**src/rtl/uart_tx.sv**
```systemverilog
// UART transmitter: start, 7/8 data bits LSB first, optional odd/even parity and a
// programmable stop length, paced by a shared 16x oversampling tick.
module uart_tx #(
  parameter int DBIT    = 8,
  parameter int SB_TICK = 16
) (
  input  logic            clk,
  input  logic            reset,
  input  logic            s_tick,
  input  logic            tx_start,
  input  logic [DBIT-1:0] din,
  input  logic [3:0]      data_bits,
  input  logic [5:0]      stop_bits,
  input  logic [1:0]      parity_bits,
  output logic            tx,
  output logic            tx_busy,
  output logic            tx_done_tick
);

  localparam int BW = (DBIT > 1) ? $clog2(DBIT) : 1;
  localparam logic [5:0] TICK_LAST = 6'(SB_TICK - 1);

  typedef enum logic [2:0] {IDLE, START, DATA, PARITY, STOP} state_e;

  state_e          state_q, state_d;
  logic [5:0]      tick_q, tick_d;
  logic [BW-1:0]   bit_q, bit_d;
  logic [DBIT-1:0] data_q, data_d;
  logic [3:0]      nbits_q, nbits_d;
  logic [5:0]      stop_q, stop_d;
  logic [1:0]      par_q, par_d;
  logic            tx_q, tx_d;
  logic            done_q, done_d;
  logic            par_bit;

  // Parity covers only the bits actually sent (din[7] is dropped in 7-bit mode).
  always_comb begin
    logic x;
    x = 1'b0;
    for (int i = 0; i < DBIT; i++)
      if (i < int'(nbits_q)) x = x ^ data_q[i];
    par_bit = (par_q == 2'd1) ? ~x : x;
  end

  always_comb begin
    state_d = state_q;
    tick_d  = tick_q;
    bit_d   = bit_q;
    data_d  = data_q;
    nbits_d = nbits_q;
    stop_d  = stop_q;
    par_d   = par_q;
    done_d  = 1'b0;
    case (state_q)
      IDLE: begin
        // The done cycle itself is still IDLE, so a start there must be refused.
        if (tx_start && !done_q) begin
          state_d = START;
          tick_d  = '0;
          data_d  = din;
          nbits_d = (data_bits == 4'd7) ? 4'd7 : 4'(DBIT);
          stop_d  = (stop_bits == 6'd0) ? 6'd16 : stop_bits;
          par_d   = parity_bits;
        end
      end
      START: begin
        if (s_tick) begin
          if (tick_q == TICK_LAST) begin
            state_d = DATA;
            tick_d  = '0;
            bit_d   = '0;
          end else begin
            tick_d = tick_q + 6'd1;
          end
        end
      end
      DATA: begin
        if (s_tick) begin
          if (tick_q == TICK_LAST) begin
            tick_d = '0;
            if (4'(bit_q) == nbits_q - 4'd1)
              state_d = (par_q != 2'd0) ? PARITY : STOP;
            else
              bit_d = bit_q + BW'(1);
          end else begin
            tick_d = tick_q + 6'd1;
          end
        end
      end
      PARITY: begin
        if (s_tick) begin
          if (tick_q == TICK_LAST) begin
            state_d = STOP;
            tick_d  = '0;
          end else begin
            tick_d = tick_q + 6'd1;
          end
        end
      end
      STOP: begin
        if (s_tick) begin
          if (tick_q == stop_q - 6'd1) begin
            state_d = IDLE;
            tick_d  = '0;
            done_d  = 1'b1;
          end else begin
            tick_d = tick_q + 6'd1;
          end
        end
      end
      default: state_d = IDLE;
    endcase
  end

  // tx is derived from the next state so the line changes on the same edge as the state.
  always_comb begin
    tx_d = 1'b1;
    case (state_d)
      START:   tx_d = 1'b0;
      DATA:    tx_d = data_d[bit_d];
      PARITY:  tx_d = par_bit;
      default: tx_d = 1'b1;
    endcase
  end

  always_ff @(posedge clk) begin
    if (reset) begin
      state_q <= IDLE;
      tick_q  <= '0;
      bit_q   <= '0;
      data_q  <= '0;
      nbits_q <= '0;
      stop_q  <= '0;
      par_q   <= '0;
      tx_q    <= 1'b1;
      done_q  <= 1'b0;
    end else begin
      state_q <= state_d;
      tick_q  <= tick_d;
      bit_q   <= bit_d;
      data_q  <= data_d;
      nbits_q <= nbits_d;
      stop_q  <= stop_d;
      par_q   <= par_d;
      tx_q    <= tx_d;
      done_q  <= done_d;
    end
  end

  assign tx           = tx_q;
  assign tx_busy      = (state_q != IDLE);
  assign tx_done_tick = done_q;

endmodule

```
**config.mk**
```make
export PLATFORM = sky130hd
export DESIGN_NAME = uart_tx
export DESIGN_NICKNAME = d
export VERILOG_FILES = /design/src/rtl/uart_tx.sv
export SDC_FILE = /design/constraint.sdc
export NUM_CORES = 1
export LEC_CHECK = 0
export CELL_PAD_IN_SITES_DETAIL_PLACEMENT = 1
export CELL_PAD_IN_SITES_GLOBAL_PLACEMENT = 1
export CORE_UTILIZATION = 41
export DETAILED_ROUTE_END_ITERATION = 10
export PLACE_DENSITY_LB_ADDON = 0.1
export SLEW_MARGIN = 5
export SYNTH_ARGS = -nofsm -noshare
export SYNTH_HDL_FRONTEND = slang
export SYNTH_SLANG_ARGS = --single-unit
export TNS_END_PERCENT = 20
```
**constraint.sdc**
```tcl
create_clock -name clk -period 2.4 [get_ports clk]
set_input_delay 0.36 -clock clk [delete_from_list [all_inputs] [get_ports clk]]
set_output_delay 0.36 -clock clk [all_outputs]
set_load 0.05 [all_outputs]
```
==> flow_summary.json <==
{
  "place_area_mm2": 0.002212,
  "synth-edff-count": 0,
  "die_area_mm2": 0.004833,
  "finalInstanceArea_mm2": 0.002305,
  "clk_latency_ns": 0.28,
  "finalCriticalPeriod_ns": 2.213,
  "cts_tree": "done",
  "routed_wl_um": 5077,
  "drt-vias-per-instance": 5.652,
  "tns_ns": 0,
  "hold_depth": 2,
  "die_w_um": 69.52,
  "relSlewSlack_pct": 66.44,
  "antenna_cells": 0,
  "synthCells": 215,
  "cts_max_level": 2,
  "fin_cells": 302,
  "ys.flop_type": "dfxtp_1",
  "drt-initial-drc-count": 75,
  "synth_area_leaders": "dfxtp_1 (34%), nand2_1 (5.0%), mux2i_1 (4.8%)",
  "rrSetupSlack_ns": 0.19,
  "syn2layout_area_growth_pct": 23.29,
  "ys_seq_elements": 32,
  "synth.top_cell.area_share_pct": 34.27,
  "ys_warn_count": 0,
  "hold_viol": 0,
  "ys_async_sr_fraction_pct": 0,
  "fin_nets": 277,
  "grt_pass1_vias": 1851,
  "p_per_area_mw_per_mm2": 546.2,
  "hold_end": "par_q[1]$_SDFFE_PP0P_",
  "cts-buffers-inserted": 5,
  "rows": 24,
  "crit_type": "register to register",
  "dp_cells": 294,
  "grt_use_total_pct": 23.08,
  "synth.distinct_cells": 51,
  "ys_seq_area_share_pct": 34.27,
  "drive_above_1_share_pct": 12.00,
  "netlist_area_mm2": 0.001869,
  "skew_ns": 0.003652,
  "syn_avg_cell_area_um2": 8.694,
  "grt-ovfl-total": 0,
  "postCtsHoldBufs": 0,
  "fp.dieH_um": 69.52,
  "grt_max_degree": 30,
  "antenna_found_initial": 0,
  "gp_congestion": 0.8594,
  "synthesis.nets": 243,
  "dp_hpwl_um": 3747,
  "setup_violations": 0,
  "clk_pin_slew_worst_paths_ns": 0.07,
  "cts_root_buf": "clkbuf_8",
  "arrival_ns": 2.38,
  "crit_path_start_kind": "register",
  "post_drt_wl_per_cell_um": 16.81,
  "ant_nets": 0,
  "worstReg2RegStart": "nbits_q[2]$_SDFFE_PP0P_",
  "io_pins": 27,
  "cts.path.max_buffers": 2,
  "port_buffers": 26,
  "timing.rr.end": "tx$_SDFF_PP1_",
  "layout_commonest_cell": "dfxtp_1",
  "hp-start": "par_q[1]$_SDFFE_PP0P_",
  "vias": 1707,
  "crit_required_ns": 2.56,
  "grt_pass1_wl_um": 8797,
  "post_cts_resized": 0,
  "status": "complete, no violations",
  "drc": 0,
  "fmax_mhz": 451.9,
  "initial_utilization_pct": 42.93,
  "final_cell_mix": "dfxtp_1 (32), clkdlybuf4s50_1 (26), nand2_1 (25)",
  "yosysTopAreaCell": "dfxtp_1",
  "power_mw": 1.259,
  "tightestPinTransition_ns": 0.5018,
  "end_kind": "register",
  "reg2regPathDepth": 8,
  "irDropWorstVdd_mv": 0.2711,
  "maxCapViolations": 0,
  "dr.pass1.iters": 4,
  "hold_path.class": "register to register",
  "cts.sinks": 32,
  "coreArea_mm2": 0.004354,
  "final.period_utilization_pct": 92.20,
  "p_leak_nw": 0.9123,
  "cp_max_fo": 4,
  "maxSlewViolCount": 0,
  "rsz0062_at_grt": "false",
  "postCtsSetupRepairBufs": 0
}
[cell families after synthesis]
logic type / after synthesis / share of synthesized area [%]
AOI/OAI and AO/OA: 45 / 16.87
buffers and inverters: 20 / 5.689
xor gates and xnor gates: 20 / 10.84
DFF: 32 / 34.27
and+or+nand+nor: 84 / 24.23
muxes: 10 / 5.422
adders and majority gates: 4 / 2.677
[routing by layer]
| metal | part of all wire (%) | global-route usage (%) |
|---|---|---|
| met3 | 3.5 | 3.779 |
| met1 | 44 | 28.03 |
| met2 | 51 | 40.56 |
| met5 | 0 | 0 |
| met4 | 1.7 | 8.844 |
[layout make-up]
type	count	area (um2)
Clock buffer	6	82.58
Sequential cell	32	640.6
Inverter	9	33.78
Fill cell	538	2049
Tap cell	52	65.06
Timing Repair Buffer	38	350.3
Multi-Input combinational cell	163	1122
Clock inverter	2	10.01
[state kept, by name, indices dropped and copies added, names as in the netlist]
| name | count |
|---|---|
| bit_q | 3 |
| data_q | 8 |
| nbits_q | 2 |
| par_q | 2 |
| state_q | 3 |
| stop_q | 6 |
| tick_q | 6 |
| tx | 1 |
| tx_done_tick | 1 |
[critical path, stage by stage (launching register included)]
cell     delay, ns
dfxtp_1       0.44
inv_1         0.07
ha_1          0.34
and3_1        0.20
a31oi_1       0.27
nor2_1        0.10
nor4_1        0.39
and2_1        0.19
a31oi_1       0.07
[power breakdown]
group          switching [mW]  internal, mW  total [mW]
sequential             0.0186         0.555       0.573
clock                   0.211         0.229       0.440
combinational           0.125         0.121       0.246
[through the flow]
step           util [%]  worst slack (ns)  hold slack [ns]
6_report          52.93            0.1872           0.4829
5_1_grt           52.93           0.01543           0.5078
4_1_cts           52.93            0.2087           0.4777
3_5_place_dp      50.80           0.05473           0.4684
3_3_place_gp      50.80            0.1249           0.4591
2_1_floorplan         -            0.3633           0.4442
[worst max path at each step]
stage                                   endpoint                    start  slack [ns]  depth (start not counted)
after global placement             tx$_SDFF_PP1_                   s_tick        0.12                          8
after global routing               tx$_SDFF_PP1_  nbits_q[2]$_SDFFE_PP0P_        0.02                          8
after detailed placement           tx$_SDFF_PP1_                   s_tick        0.05                          7
after floorplan           tick_q[4]$_SDFFE_PP0P_   stop_q[0]$_SDFFE_PP0P_        0.36                          6
after CTS                          tx$_SDFF_PP1_  nbits_q[2]$_SDFFE_PP0P_        0.21                          9
final                              tx$_SDFF_PP1_  nbits_q[2]$_SDFFE_PP0P_        0.19                          8
[cells in the mapped netlist (3+ instances only)]
cell,count
and3_1,4
a31oi_1,4
dfxtp_1,32
buf_6,3
o21ai_0,5
a21oi_1,17
and2_1,5
inv_1,9
clkbuf_1,5
xor2_1,8
nor3_1,4
xnor2_1,10
nand3_1,4
mux2i_1,9
nand2_1,25
ha_1,4
nand4_1,3
nor2_1,18
No activity file was read; power rests on OpenSTA's default activity.
